--- config.mk ---
export PLATFORM = sky130hd
export DESIGN_NAME = mem_bus_arbiter
export DESIGN_NICKNAME = d
export VERILOG_FILES = /design/src/rtl/mem_bus_arbiter_pkg.sv /design/src/rtl/mem_tag_table.sv /design/src/rtl/mem_bus_arbiter.sv
export SDC_FILE = /design/constraint.sdc
export NUM_CORES = 1
export LEC_CHECK = 0
export CAP_MARGIN = 20
export CORE_AREA = 8 8 173 175
export CTS_BUF_LIST = sky130_fd_sc_hd__clkbuf_8 sky130_fd_sc_hd__clkbuf_16
export CTS_CLUSTER_DIAMETER = 80
export DETAILED_ROUTE_END_ITERATION = 10
export DIE_AREA = 0 0 181 183
export GPL_TIMING_DRIVEN = 0
export PLACE_DENSITY_LB_ADDON = 0.15
export SKIP_LAST_GASP = 1
export SYNTH_ARGS = -nofsm -noshare
export SYNTH_HDL_FRONTEND = slang
export SYNTH_HIERARCHICAL = 1
export SYNTH_SLANG_ARGS = --single-unit
--- constraint.sdc ---
create_clock -name clock -period 13.5 [get_ports clock]
set_input_delay 1.35 -clock clock [delete_from_list [all_inputs] [get_ports clock]]
set_output_delay 1.35 -clock clock [all_outputs]
set_load 0.02 [all_outputs]
--- src/rtl/mem_bus_arbiter_pkg.sv ---
// Shared system definitions for the memory bus: bus command encodings,
// tag width and the owner enum used by the arbiter's tag table.
package mem_bus_arbiter_pkg;

  localparam int XLEN  = 32;
  localparam int TAG_W = 4;
  localparam int CNT_W = 5;

  typedef enum logic [1:0] {
    BUS_NONE  = 2'h0,
    BUS_LOAD  = 2'h1,
    BUS_STORE = 2'h2
  } bus_cmd_e;

  typedef enum logic {
    MEM_OWNER_I = 1'b0,
    MEM_OWNER_D = 1'b1
  } mem_owner_e;

endpackage

--- src/rtl/mem_tag_table.sv ---
// Valid/owner record per outstanding memory tag. Allocation and lookup are
// independent ports; a lookup hit retires its entry at the next edge.
module mem_tag_table
  import mem_bus_arbiter_pkg::*;
#(
  parameter int NUM_TAGS = 16
) (
  input  logic             clock,
  input  logic             reset,
  input  logic             alloc_en,
  input  logic [TAG_W-1:0] alloc_tag,
  input  mem_owner_e       alloc_owner,
  input  logic [TAG_W-1:0] lookup_tag,
  output logic             lookup_hit,
  output mem_owner_e       lookup_owner,
  output logic [CNT_W-1:0] count
);

  logic [NUM_TAGS-1:0] valid_q, valid_d;
  mem_owner_e          owner_q [NUM_TAGS];
  mem_owner_e          owner_d [NUM_TAGS];
  logic [CNT_W-1:0]    count_q, count_d;

  // NOTE: every signal written in always_comb gets a default first, so no
  // path leaves it unassigned and no latch is inferred.
  always_comb begin
    lookup_hit   = 1'b0;
    lookup_owner = MEM_OWNER_I;
    if (lookup_tag != '0 && int'(lookup_tag) < NUM_TAGS) begin
      lookup_hit   = valid_q[lookup_tag];
      lookup_owner = owner_q[lookup_tag];
    end
  end

  // Retire before allocate so a tag reused in its own retirement cycle stays valid.
  always_comb begin
    valid_d = valid_q;
    owner_d = owner_q;
    if (lookup_hit) begin
      valid_d[lookup_tag] = 1'b0;
    end
    if (alloc_en && alloc_tag != '0 && int'(alloc_tag) < NUM_TAGS) begin
      valid_d[alloc_tag] = 1'b1;
      owner_d[alloc_tag] = alloc_owner;
    end
    count_d = '0;
    for (int i = 0; i < NUM_TAGS; i++) begin
      count_d = count_d + CNT_W'(valid_d[i]);
    end
  end

  // NOTE: sequential state uses non-blocking assignments so every flop
  // samples the pre-edge values regardless of block ordering.
  always_ff @(posedge clock) begin
    if (reset) begin
      valid_q <= '0;
      count_q <= '0;
    end else begin
      valid_q <= valid_d;
      count_q <= count_d;
    end
  end

  // NOTE: owner storage is deliberately not reset; it is only read when the
  // matching valid bit is set, so reset of the valid vector is sufficient.
  always_ff @(posedge clock) begin
    owner_q <= owner_d;
  end

  assign count = count_q;

endmodule

--- src/rtl/mem_bus_arbiter.sv ---
// Arbitrates the shared memory port between icache and dcache with bounded
// dcache priority, and steers returning tags to the cache that issued them.
module mem_bus_arbiter
  import mem_bus_arbiter_pkg::*;
#(
  parameter int STARVE_LIMIT = 4,
  parameter int NUM_TAGS     = 16
) (
  input  logic             clock,
  input  logic             reset,
  input  logic [1:0]       Icache2mem_command,
  input  logic [XLEN-1:0]  Icache2mem_addr,
  input  logic [1:0]       Dcache2mem_command,
  input  logic [XLEN-1:0]  Dcache2mem_addr,
  input  logic [63:0]      Dcache2mem_data,
  input  logic [TAG_W-1:0] Imem2proc_response,
  input  logic [63:0]      Imem2proc_data,
  input  logic [TAG_W-1:0] Imem2proc_tag,
  output logic [1:0]       proc2Imem_command,
  output logic [XLEN-1:0]  proc2Imem_addr,
  output logic [63:0]      proc2Imem_data,
  output logic             d_request,
  output logic [TAG_W-1:0] mem2Icache_response,
  output logic [TAG_W-1:0] mem2Dcache_response,
  output logic [TAG_W-1:0] mem2Icache_tag,
  output logic [TAG_W-1:0] mem2Dcache_tag,
  output logic [63:0]      mem2Icache_data,
  output logic [63:0]      mem2Dcache_data,
  output logic [CNT_W-1:0] outstanding_cnt
);

  localparam logic [2:0] STARVE_MAX = 3'(STARVE_LIMIT);

  logic       i_req, d_req;
  logic       grant_i, grant_d;
  logic [2:0] starve_q, starve_d;

  logic       alloc_en;
  mem_owner_e alloc_owner;
  logic       ret_hit;
  mem_owner_e ret_owner;

  // Grants are suppressed during reset so the port and acceptances read idle.
  always_comb begin
    i_req   = Icache2mem_command != BUS_NONE;
    d_req   = Dcache2mem_command != BUS_NONE;
    grant_d = d_req && !(i_req && starve_q == STARVE_MAX);
    grant_i = i_req && !grant_d;
    if (reset) begin
      grant_d = 1'b0;
      grant_i = 1'b0;
    end
  end

  always_comb begin
    starve_d = starve_q;
    if (!i_req || grant_i) begin
      starve_d = '0;
    end else if (grant_d && starve_q < STARVE_MAX) begin
      starve_d = starve_q + 3'd1;
    end
  end

  always_comb begin
    proc2Imem_command   = BUS_NONE;
    proc2Imem_addr      = '0;
    proc2Imem_data      = '0;
    mem2Icache_response = '0;
    mem2Dcache_response = '0;
    if (grant_d) begin
      proc2Imem_command   = Dcache2mem_command;
      proc2Imem_addr      = Dcache2mem_addr;
      proc2Imem_data      = Dcache2mem_data;
      mem2Dcache_response = Imem2proc_response;
    end else if (grant_i) begin
      proc2Imem_command   = Icache2mem_command;
      proc2Imem_addr      = Icache2mem_addr;
      mem2Icache_response = Imem2proc_response;
    end
    d_request = grant_d;
  end

  // Only accepted loads produce a later data return, so only they are recorded.
  always_comb begin
    alloc_en    = (grant_i || grant_d) && Imem2proc_response != '0
                  && proc2Imem_command == BUS_LOAD;
    alloc_owner = grant_d ? MEM_OWNER_D : MEM_OWNER_I;
  end

  always_comb begin
    mem2Icache_tag = '0;
    mem2Dcache_tag = '0;
    if (ret_hit && !reset) begin
      if (ret_owner == MEM_OWNER_D) begin
        mem2Dcache_tag = Imem2proc_tag;
      end else begin
        mem2Icache_tag = Imem2proc_tag;
      end
    end
  end

  assign mem2Icache_data = Imem2proc_data;
  assign mem2Dcache_data = Imem2proc_data;

  mem_tag_table #(
    .NUM_TAGS (NUM_TAGS)
  ) u_tag_table (
    .clock        (clock),
    .reset        (reset),
    .alloc_en     (alloc_en),
    .alloc_tag    (Imem2proc_response),
    .alloc_owner  (alloc_owner),
    .lookup_tag   (Imem2proc_tag),
    .lookup_hit   (ret_hit),
    .lookup_owner (ret_owner),
    .count        (outstanding_cnt)
  );

  always_ff @(posedge clock) begin
    if (reset) begin
      starve_q <= '0;
    end else begin
      starve_q <= starve_d;
    end
  end

endmodule
Word-level counts from Yosys, hierarchy flattened
Cells that the tools add are included.
{ "classes": {"n_addsub": 16, "magnitude_cmp": 8, "n_eq_ne": 2, "n_mux": 31, "n_bitwise": 5, "reduce_logical": 22} }
{ "op_table": {"columns": ["cell", "n"], "rows": [
  ["adder 5 x 1 -> 5 bit", 14],
  ["2-to-1 mux 32 bit", 2],
  ["2-to-1 mux 64 bit", 1],
  ["2-to-1 mux 16 bit", 2],
  ["2-to-1 mux 4 bit", 7],
  ["bitwise AND 16 bit", 1],
  ["bitwise mux 16 bit", 1],
  ["inverter 16 bit", 1],
  ["bitwise OR 16 bit", 1],
  ["demux 1 bit (select 4 bit)", 3],
  ["logical AND 1 bit", 11],
  ["2-to-1 mux 1 bit", 11],
  [">= comparator 5 bit, second input constant", 2],
  ["< comparator 4 x 5 -> 1 bit, second input constant", 2],
  ["inverter 4 -> 5 bit", 2],
  ["binary-select mux 1 bit (select 4 bit)", 2],
  [">= comparator 4 x 1 -> 1 bit, second input constant", 2],
  ["nonzero test 4 bit", 2],
  ["< comparator 5 x 1 -> 1 bit, second input constant", 1],
  ["logical NOT 1 bit", 4],
  ["2-to-1 mux 2 bit", 2],
  ["nonzero test 2 bit", 2],
  ["adder 3 x 1 -> 3 bit, second input constant", 1],
  ["== test 3 bit, second input constant", 1],
  ["other kinds (5)", 6]
]} }
{ "word_totals": {"reg_bits": 40, "output_inout_bits": 248, "elab_cells": 103} }

Depth between registers and ports, before layout
Gate-level depths: netlist of run 1.
{ "logic_depth": {"ltp_word": 28, "ltp_mapped": 21, "ltp_nobuf": 21} }

Hierarchy
The synthesis of run 1 kept the hierarchy.
{ "by_module_without_submodules": {"columns": ["mod", "n_inst", "cells_each", "area_per_inst_um2", "seq_area_each_um2"], "rows": [
  ["mem_bus_arbiter", 1, 368, 2528.7, 60.1],
  ["mem_tag_table", 1, 181, 1914.3, 870.8]
]} }

Worst setup path after synthesis of run 1
No wires, ideal clock.
{ "synth_timing": {"kind": "input to register", "startpoint": "input Dcache2mem_command[0]", "endpoint": "register u_tag_table.count_q[4], in the netlist u_tag_table/count[4]", "arrival_time_ns": 5.804, "required_ns": 13.369, "slack_ns": 7.565, "cell_stages": 18, "path_buffers": 0, "cell_sequence": "nor2b_1 > a2111oi_2 > and3b_1 > or3b_2 > nor2_1 > a21o_1 > fa_1 > inv_1 > fa_1 > inv_1 > fa_1 > inv_1 > fa_1 > inv_1 > ha_1 > fa_1 > a21oi_1 > nor3b_1"} }
{ "synth_between": {"elab_cells_between_ends": 29, "cone_classes": "add/sub: 15; eq/ne: 1; mux: 5; reduce/logical: 8"} }
{ "synth_lines": {"columns": ["element", "line_no", "rtl"], "rows": [
  ["from (decl)", "mem_bus_arbiter.sv:13", "input logic [1:0] Dcache2mem_command,"],
  ["nonzero test 2 bit *", "mem_bus_arbiter.sv:46", "d_req = Dcache2mem_command != BUS_NONE;"],
  ["logical AND 1 bit *", "mem_bus_arbiter.sv:47", "grant_d = d_req && !(i_req && starve_q == STARVE_MAX);"],
  ["logical NOT 1 bit", "mem_bus_arbiter.sv:48", "grant_i = i_req && !grant_d;"],
  ["logical AND 1 bit", "mem_bus_arbiter.sv:48", null],
  ["2-to-1 mux 1 bit", "mem_bus_arbiter.sv:49", "if (reset) begin"],
  ["2-to-1 mux 2 bit", "mem_bus_arbiter.sv:75", "end else if (grant_i) begin"],
  ["2-to-1 mux 2 bit *", "mem_bus_arbiter.sv:70", "if (grant_d) begin"],
  ["named net proc2Imem_command[1]", "mem_bus_arbiter.sv:19", "output logic [1:0] proc2Imem_command,"],
  ["== test 2 x 1 -> 1 bit *", "mem_bus_arbiter.sv:86", "&& proc2Imem_command == BUS_LOAD;"],
  ["logical AND 1 bit *", "mem_bus_arbiter.sv:86", null],
  ["named net alloc_en", "mem_bus_arbiter.sv:38", "logic alloc_en;"],
  ["logical AND 1 bit *", "mem_tag_table.sv:42", "if (alloc_en && alloc_tag != '0 && int'(alloc_tag) < NUM_TAGS) begin"],
  ["2-to-1 mux 16 bit *", "mem_tag_table.sv:42", null],
  ["named net u_tag_table.valid_d[3]", "mem_tag_table.sv:19", "logic [NUM_TAGS-1:0] valid_q, valid_d;"],
  ["adder 5 x 1 -> 5 bit * (13 in a row)", "mem_tag_table.sv:48", "count_d = count_d + CNT_W'(valid_d[i]);"],
  ["to (signal assigned)", "mem_tag_table.sv:60", "count_q <= count_d;"],
  ["to (decl)", "mem_tag_table.sv:22", "logic [CNT_W-1:0] count_q, count_d;"]
]} }
Mark *: on every way through the listed nets, which the timed path passes. The rest lies on a longest branch.
A chain may end at the register's enable or synchronous reset.

Worst setup path in the final report of run 1
{ "layout_timing": {"startpoint": "input Icache2mem_command[1]", "endpoint": "register u_tag_table.count_q[4], in the netlist u_tag_table/count[4]"} }
{ "layout_between": {"elab_cells_between_ends": 31, "cone_classes": "add/sub: 15; eq/ne: 1; mux: 5; reduce/logical: 10"} }
{ "layout_lines": {"columns": ["element", "line_no", "rtl"], "rows": [
  ["from (decl)", "mem_bus_arbiter.sv:11", "input logic [1:0] Icache2mem_command,"],
  ["nonzero test 2 bit", "mem_bus_arbiter.sv:45", "i_req = Icache2mem_command != BUS_NONE;"],
  ["logical AND 1 bit", "mem_bus_arbiter.sv:47", null],
  ["logical NOT 1 bit", "mem_bus_arbiter.sv:47", null],
  ["logical AND 1 bit", "mem_bus_arbiter.sv:47", null],
  ["logical NOT 1 bit", "mem_bus_arbiter.sv:48", null],
  ["logical AND 1 bit", "mem_bus_arbiter.sv:48", null],
  ["2-to-1 mux 1 bit", "mem_bus_arbiter.sv:49", null],
  ["2-to-1 mux 2 bit", "mem_bus_arbiter.sv:75", null],
  ["2-to-1 mux 2 bit", "mem_bus_arbiter.sv:70", null],
  ["== test 2 x 1 -> 1 bit", "mem_bus_arbiter.sv:86", null],
  ["logical AND 1 bit *", "mem_bus_arbiter.sv:86", null],
  ["named net alloc_en", "mem_bus_arbiter.sv:38", null],
  ["logical AND 1 bit *", "mem_tag_table.sv:42", null],
  ["2-to-1 mux 16 bit *", "mem_tag_table.sv:42", null],
  ["named net u_tag_table.valid_d[3]", "mem_tag_table.sv:19", null],
  ["adder 5 x 1 -> 5 bit * (13 in a row)", "mem_tag_table.sv:48", null]
]} }
Marked as above.

==> flow_summary.json, run 1 <==
{
  "ys_top_cells_by_area": "buf_4 (22%), dfxtp_1 (11%), edfxtp_1 (10%)",
  "rr_endpoint": "u_tag_table/count[4]",
  "postCtsSetupRepairBufs": 0,
  "ant_nets": 0,
  "gr-total-overflow": 0,
  "ys_types": 48,
  "cap_violations": 0,
  "dp_hpwl_um": 20800,
  "syn_area_um2": 4440,
  "vias_per_cell": 3.78,
  "cts_htree_levels": 2,
  "p_per_area_nw_per_um2": 59.2,
  "r2r_setup_slack_ns": 8.21,
  "fin_util": 0.327,
  "ioPinCount": 454,
  "cts.clk_slew.worst_paths_ns": 0.07,
  "clk_latency_ns": 0.29,
  "regToRegStartpoint": "starve_q[0]",
  "async_reset_ff_frac": 0,
  "critical_path.top_delay_family": "adder cells",
  "met1_usage": 0.145,
  "rsz0062_at_grt": "no",
  "cp_slowest_cell": "clkdlybuf4s50_1",
  "place_congestion": 0.783,
  "wl_per_cell_um": 18.4,
  "row_count": 61,
  "max_freq_ghz": 0.158,
  "cts_hold_buf": 0,
  "max-slew-margin-rel": 0.641,
  "ff2ff_path_depth": 20,
  "dieArea_um2": 33100,
  "die_x_um": 181,
  "fin_hold_ws_ns": 0.472,
  "finalSetupTns_ns": 0,
  "cp-end-kind": "flop",
  "met2_usage": 0.253,
  "ys_seq_area_frac": 0.210,
  "synth_nets": 772,
  "post_route_cells_drive_above_1_share": 0.180,
  "clock_skew_ns": 0.00937,
  "path_class": "input port to flop",
  "synth_top_area_share": 0.221,
  "critPathArrivalTime_ns": 6.49,
  "synth-seq-cells": 39,
  "vias": 4888,
  "drtIter0Drc": 181,
  "met3_usage": 0.0364,
  "crit_path_start_kind": "input port",
  "period_minus_slack_ns": 6.34,
  "worst_path_largest_cell_delay_ns": 0.59,
  "hold_violations": 0,
  "vdd_ir_drop_max_uv": 55.4,
  "drt_wl_total_um": 23800,
  "clock_sinks": 39,
  "numCtsBuffers": 5,
  "first_global_vias": 5076,
  "grt_start_max_net_pins": 26,
  "dr.pass1.iters": 4,
  "grt_pass1_wl_um": 33800,
  "diodes": 0,
  "top_usage_layer": "met2",
  "critPathMaxFanout": 6,
  "post-route-period-util": 0.469,
  "cts_resized": 0,
  "min_to": "u_tag_table/valid_q[0]",
  "area_growth_pct": 101,
  "status": "finished, final reports clean",
  "io_buffer_count": 389,
  "crit_buf_inv": 5,
  "p_leak_uw": 0.00358,
  "initial_utilization": 0.163,
  "cts_tree": "built",
  "required_ns": 13.66,
  "cp_common_cell": "fa_1",
  "worst_pin_slew_ns": 0.536,
  "cts_buffer_depth": 2,
  "synth_top_area_cell": "buf_4",
  "fin_nets": 1168,
  "hp-class": "flop to flop",
  "holdPathStages": 1,
  "synthFlopType": "dfxtp_1",
  "setup_viol": 0,
  "drc": 0,
  "drv_slew": 0,
  "cts-root-buf": "clkbuf_16",
  "yosysWarnings": 6,
  "syn_avg_cell_area_um2": 8.09,
  "coreArea_um2": 27300,
  "gr-usage-all-layers": 0.133,
  "postSynthCellCount": 549,
  "synth_edf_count": 15,
  "antenna_found_initial": 2,
  "min_from": "u_tag_table/valid_q[0]",
  "cp_cell_sequence": "clkdlybuf4s50_1, and4b_1, a2111oi_2, and3b_1, or3b_2, nor2_1, a21o_1, fa_1, inv_1, fa_1, inv_1, fa_1, inv_1, fa_1, inv_1, ha_1, fa_1, a21oi_1, nor3b_1",
  "die_h_um": 183
}
layout make-up:
class / count / area (um^2)
plain buffers: 164 / 1140
clock buffers: 5 / 125
clock inverters: 3 / 47.5
fillers: 2878 / 18400
inverters: 16 / 60.1
multi-input cells: 330 / 2310
flip-flops and latches: 39 / 931
well taps: 346 / 433
repair buffers: 389 / 3890
layer usage:
| layer | part of all wire | routed length [um] |
|---|---|---|
| met5 | 0.00092 | 22 |
| met4 | 0.012 | 291 |
| met3 | 0.070 | 1670 |
| met2 | 0.53 | 12600 |
| met1 | 0.39 | 9170 |
per-stage QoR:
step	setup WS [ns]	cells	total power, uW	area, um^2
CTS	7.11	1292	537	8940
global placement	6.82	1284	398	8770
finish	7.16	1292	530	8940
floorplan	7.56	549	255	4440
detailed placement	6.82	1284	397	8770
global route	6.80	1292	554	8940
cell usage in the layout, fill, tap and decap left out, types with 12 or more instances in the layout:
cell,n
inv_1,16
nand2_1,19
edfxtp_1,15
o211ai_1,32
a21oi_1,12
clkbuf_1,22
and2_1,68
clkdlybuf4s50_1,389
o21ai_0,22
dfxtp_1,24
nand2b_1,35
nor2_1,32
buf_4,131
nor2b_1,17
worst reg2reg max path, stage by stage (launching register included):
cell and delay, ns:
dfxtp_1 0.36, inv_1 0.06, ha_1 0.23, and4b_1 0.21, a2111oi_2 0.39, and3b_1 0.28
or3b_2 0.25, nor2_1 0.08, a21o_1 0.19, fa_1 0.50, inv_1 0.06, fa_1 0.53
inv_1 0.05, fa_1 0.53, inv_1 0.06, fa_1 0.50, inv_1 0.04, ha_1 0.22
fa_1 0.41, a21oi_1 0.16, nor3b_1 0.06
sequential cells by signal, indices dropped and copies added, names as in the netlist:
name and count:
u_tag_table/owner_q 15, u_tag_table/valid_q 16, u_tag_table/count 5, starve_q 3
worst max path at each step:
stage / start / end / slack [ns] / depth (start not counted)
CTS: Icache2mem_command[0] / u_tag_table/count[4] / 7.11 / 19
detailed placement: Icache2mem_command[0] / u_tag_table/count[4] / 6.82 / 19
global placement: Icache2mem_command[0] / u_tag_table/count[4] / 6.82 / 19
global route: Icache2mem_command[0] / u_tag_table/count[4] / 6.80 / 19
finish: Icache2mem_command[1] / u_tag_table/count[4] / 7.16 / 19
floorplan: Dcache2mem_command[0] / u_tag_table/count[4] / 7.56 / 18
cell usage after synthesis, drive strengths merged, types with 2 or more instances:
| cell | number |
|---|---|
| a2111oi | 2 |
| nand2b | 35 |
| edfxtp | 15 |
| xor2 | 2 |
| a21oi | 12 |
| mux4 | 3 |
| buf | 142 |
| nand3b | 2 |
| nand2 | 19 |
| a21o | 8 |
| nor2 | 33 |
| nor4 | 4 |
| and2 | 69 |
| nand3 | 5 |
| clkbuf | 22 |
| a22oi | 2 |
| o211ai | 32 |
| and4b | 2 |
| nor2b | 17 |
| o21ai | 33 |
| nor3 | 8 |
| fa | 10 |
| inv | 16 |
| mux2 | 3 |
| mux2i | 7 |
| ha | 7 |
| and3 | 4 |
| dfxtp | 24 |
power by group:
part / leakage [uW] / total, uW / internal [uW] / switching (uW)
Clock: 0.0000844 / 139 / 88.2 / 50.7
Sequential: 0.000330 / 125 / 124 / 0.760
Combinational: 0.00316 / 266 / 146 / 120
Total: 0.00358 / 530 / 359 / 171
cells by family after synthesis:
group / count (synthesis) / synth area share
xor gates and xnor gates: 3 / 0.00591
AOI/OAI and AO/OA: 95 / 0.150
muxes: 13 / 0.0403
adders and majority gates: 17 / 0.0648
buffers and inverters: 180 / 0.271
DFF: 39 / 0.210
and+or+nand+nor: 202 / 0.259
(Power assumes the default switching activity.)
==> run 2, diff against run 1 <==
--- a/config.mk
+++ b/config.mk
@@ -6,11 +6,11 @@
 export NUM_CORES = 1
 export LEC_CHECK = 0
 export CAP_MARGIN = 20
-export CORE_AREA = 8 8 173 175
+export CORE_AREA = 8 8 172 174
 export CTS_BUF_LIST = sky130_fd_sc_hd__clkbuf_8 sky130_fd_sc_hd__clkbuf_16
 export CTS_CLUSTER_DIAMETER = 80
 export DETAILED_ROUTE_END_ITERATION = 10
-export DIE_AREA = 0 0 181 183
+export DIE_AREA = 0 0 180 182
 export GPL_TIMING_DRIVEN = 0
 export PLACE_DENSITY_LB_ADDON = 0.15
 export SKIP_LAST_GASP = 1
==> constraint.sdc (replaced) <==
create_clock -name clock -period 5.75 [get_ports clock]
set_input_delay 0.575 -clock clock [delete_from_list [all_inputs] [get_ports clock]]
set_output_delay 0.575 -clock clock [all_outputs]
set_load 0.02 [all_outputs]
==> flow_summary.json, run 2 (synthesized netlist as in run 1, its figures left out) <==
{
  "io_buffer_count": 389,
  "status": "finished, final reports clean",
  "cp_slowest_cell": "clkdlybuf4s50_1",
  "intPower_uw": 822,
  "largest_register": "u_tag_table/valid_q",
  "gr-usage-all-layers": 0.136,
  "dpl_cell_area_um2": 8760,
  "fillers": 2775,
  "dr_wl_met2_um": 13000,
  "grt_start_max_net_pins": 26,
  "final_area_um2": 8940,
  "postCtsSetupRepairBufs": 0,
  "startpoint": "Icache2mem_command[0]",
  "initial_utilization": 0.167,
  "drtIter0Drc": 144,
  "seq_power_share": 0.241,
  "vdd_ir_drop_max_uv": 106,
  "vias_per_cell": 3.81,
  "hold_violations": 0,
  "pwr-share-clk": 0.249,
  "vias": 4904,
  "max_freq_ghz": 0.183,
  "row_count": 60,
  "first_global_vias": 4852,
  "path_class": "input port to flop",
  "drt-met1-wl_um": 8980,
  "cp_common_cell": "fa_1",
  "critPathMaxFanout": 6,
  "post-route-period-util": 0.952,
  "fin_nets": 1168,
  "cap_violations": 0,
  "dp_hpwl_um": 21100,
  "place_congestion": 0.771,
  "dieArea_um2": 32800,
  "cts_htree_levels": 2,
  "required_ns": 5.90,
  "worst_path_largest_cell_delay_ns": 0.57,
  "p_comb_frac": 0.510,
  "p_sw_frac": 0.325,
  "multi_input_area_um2": 2320,
  "setup_viol": 0,
  "area_growth_pct": 101,
  "cts_hold_buf": 0,
  "finalNonFillerCells": 1288,
  "die_h_um": 182,
  "drt_wl_total_um": 23700,
  "cts_buffer_depth": 2,
  "dr.pass1.iters": 4,
  "cp_cell_sequence": "clkdlybuf4s50_1, and4b_1, a2111oi_2, and3b_2, or3b_2, nor2_1, a21o_1, fa_1, inv_1, fa_1, inv_1, fa_1, inv_1, fa_1, inv_1, ha_1, fa_1, a21oi_1, nor3b_1",
  "critPathArrivalTime_ns": 5.63,
  "coreArea_um2": 26700,
  "final_cell_mix": "clkdlybuf4s50_1 (389), buf_4 (131), and2_1 (68)",
  "wl_per_cell_um": 18.4,
  "hp-class": "flop to flop",
  "layout_commonest_cell": "clkdlybuf4s50_1",
  "min_from": "u_tag_table/valid_q[0]",
  "post_route_cells_drive_above_1_share": 0.181,
  "crit_path_start_kind": "input port",
  "p_per_area_nw_per_um2": 136,
  "gr-total-overflow": 0,
  "switchingPower_uw": 396,
  "cts_tree": "built",
  "cts.clk_slew.worst_paths_ns": 0.06,
  "clock_sinks": 39,
  "period_minus_slack_ns": 5.47,
  "grt_pass1_wl_um": 34200,
  "seq_area_um2": 931,
  "ioPinCount": 454,
  "antenna_found_initial": 0,
  "regToRegStartpoint": "starve_q[0]",
  "ant_nets": 0,
  "max-slew-margin-rel": 0.662,
  "drc": 0,
  "dp.cells": 1279,
  "worst_pin_slew_ns": 0.508,
  "rsz0062_at_grt": "no",
  "clk_latency_ns": 0.29,
  "cts_resized": 0,
  "drv_slew": 0,
  "cp-end-kind": "flop",
  "wl_met3_um": 1540,
  "p_leak_uw": 0.00357,
  "largest_reg_flops": 16,
  "cts-root-buf": "clkbuf_16",
  "die_x_um": 180,
  "top_layer_used": "met4",
  "clock_skew_ns": 0.00817,
  "numCtsBuffers": 5
}
==> run 2: changes by cell type in the layout (fill, tap and decap cells not counted), sizes merged <==
| cell | delta |
|---|---|
| bufinv | -1 |
| clkbuf | +1 |
| clkinv | +1 |
| diode | +1 |
| inv | -1 |
==> run 2: area by class of cell <==
cell class / count / area share
Tap cell: 341 / 0.0477
Antenna cell: 1 / 0.000280
Inverter: 16 / 0.00672
Clock buffer: 6 / 0.0168
Multi-Input combinational cell: 330 / 0.260
Sequential cell: 39 / 0.104
Timing Repair Buffer: 389 / 0.435
Buffer: 164 / 0.128
Clock inverter: 2 / 0.00154
==> run 2: worst max-delay path, delay by kind of cell <==
family,cells,cell delay (ns)
adder cells (fa/ha/maj),6,2.33
AND/OR/NAND/NOR,5,1.28
buffers and inverters,5,0.77
AO/OA/AOI/OAI,3,0.67
==> run 2: through the flow <==
| step | hold slack, ns | utilization | setup WS, ns | setup TNS (ns) | power, uW |
|---|---|---|---|---|---|
| after floorplan | 0.436 | - | 0.556 | 0 | 598 |
| after global placement | 0.454 | 0.329 | -0.117 | -0.317 | 929 |
| after detailed placement | 0.459 | 0.329 | -0.0916 | -0.199 | 929 |
| after CTS | 0.468 | 0.335 | 0.201 | 0 | 1240 |
| after global routing | 0.490 | 0.335 | 0.0328 | 0 | 1280 |
| final | 0.466 | 0.336 | 0.278 | 0 | 1220 |
==> run 2: worst paths after layout <==
check | to | slack [ns] | cells after the start
max reg2reg | u_tag_table/count[4] | 0.49 | 20
min reg2reg | u_tag_table/valid_q[0] | 0.47 | 1
min | u_tag_table/valid_q[0] | 0.47 | 1
max | u_tag_table/count[4] | 0.28 | 19
==> run 2: routing by layer <==
layer  up-vias  global-route usage
met5         -                   0
met4         0              0.0170
met3         9              0.0361
met2       180               0.263
met1      2221               0.150
li1       2494                   -
==> run 2: power groups by stage <==
stage	registers [uW]	logic, uW	clock network [uW]
3_5_place_dp	300	629	0
5_1_grt	294	662	320
4_1_cts	294	631	312
2_1_floorplan	301	297	0
3_3_place_gp	300	630	0
6_report	293	621	303
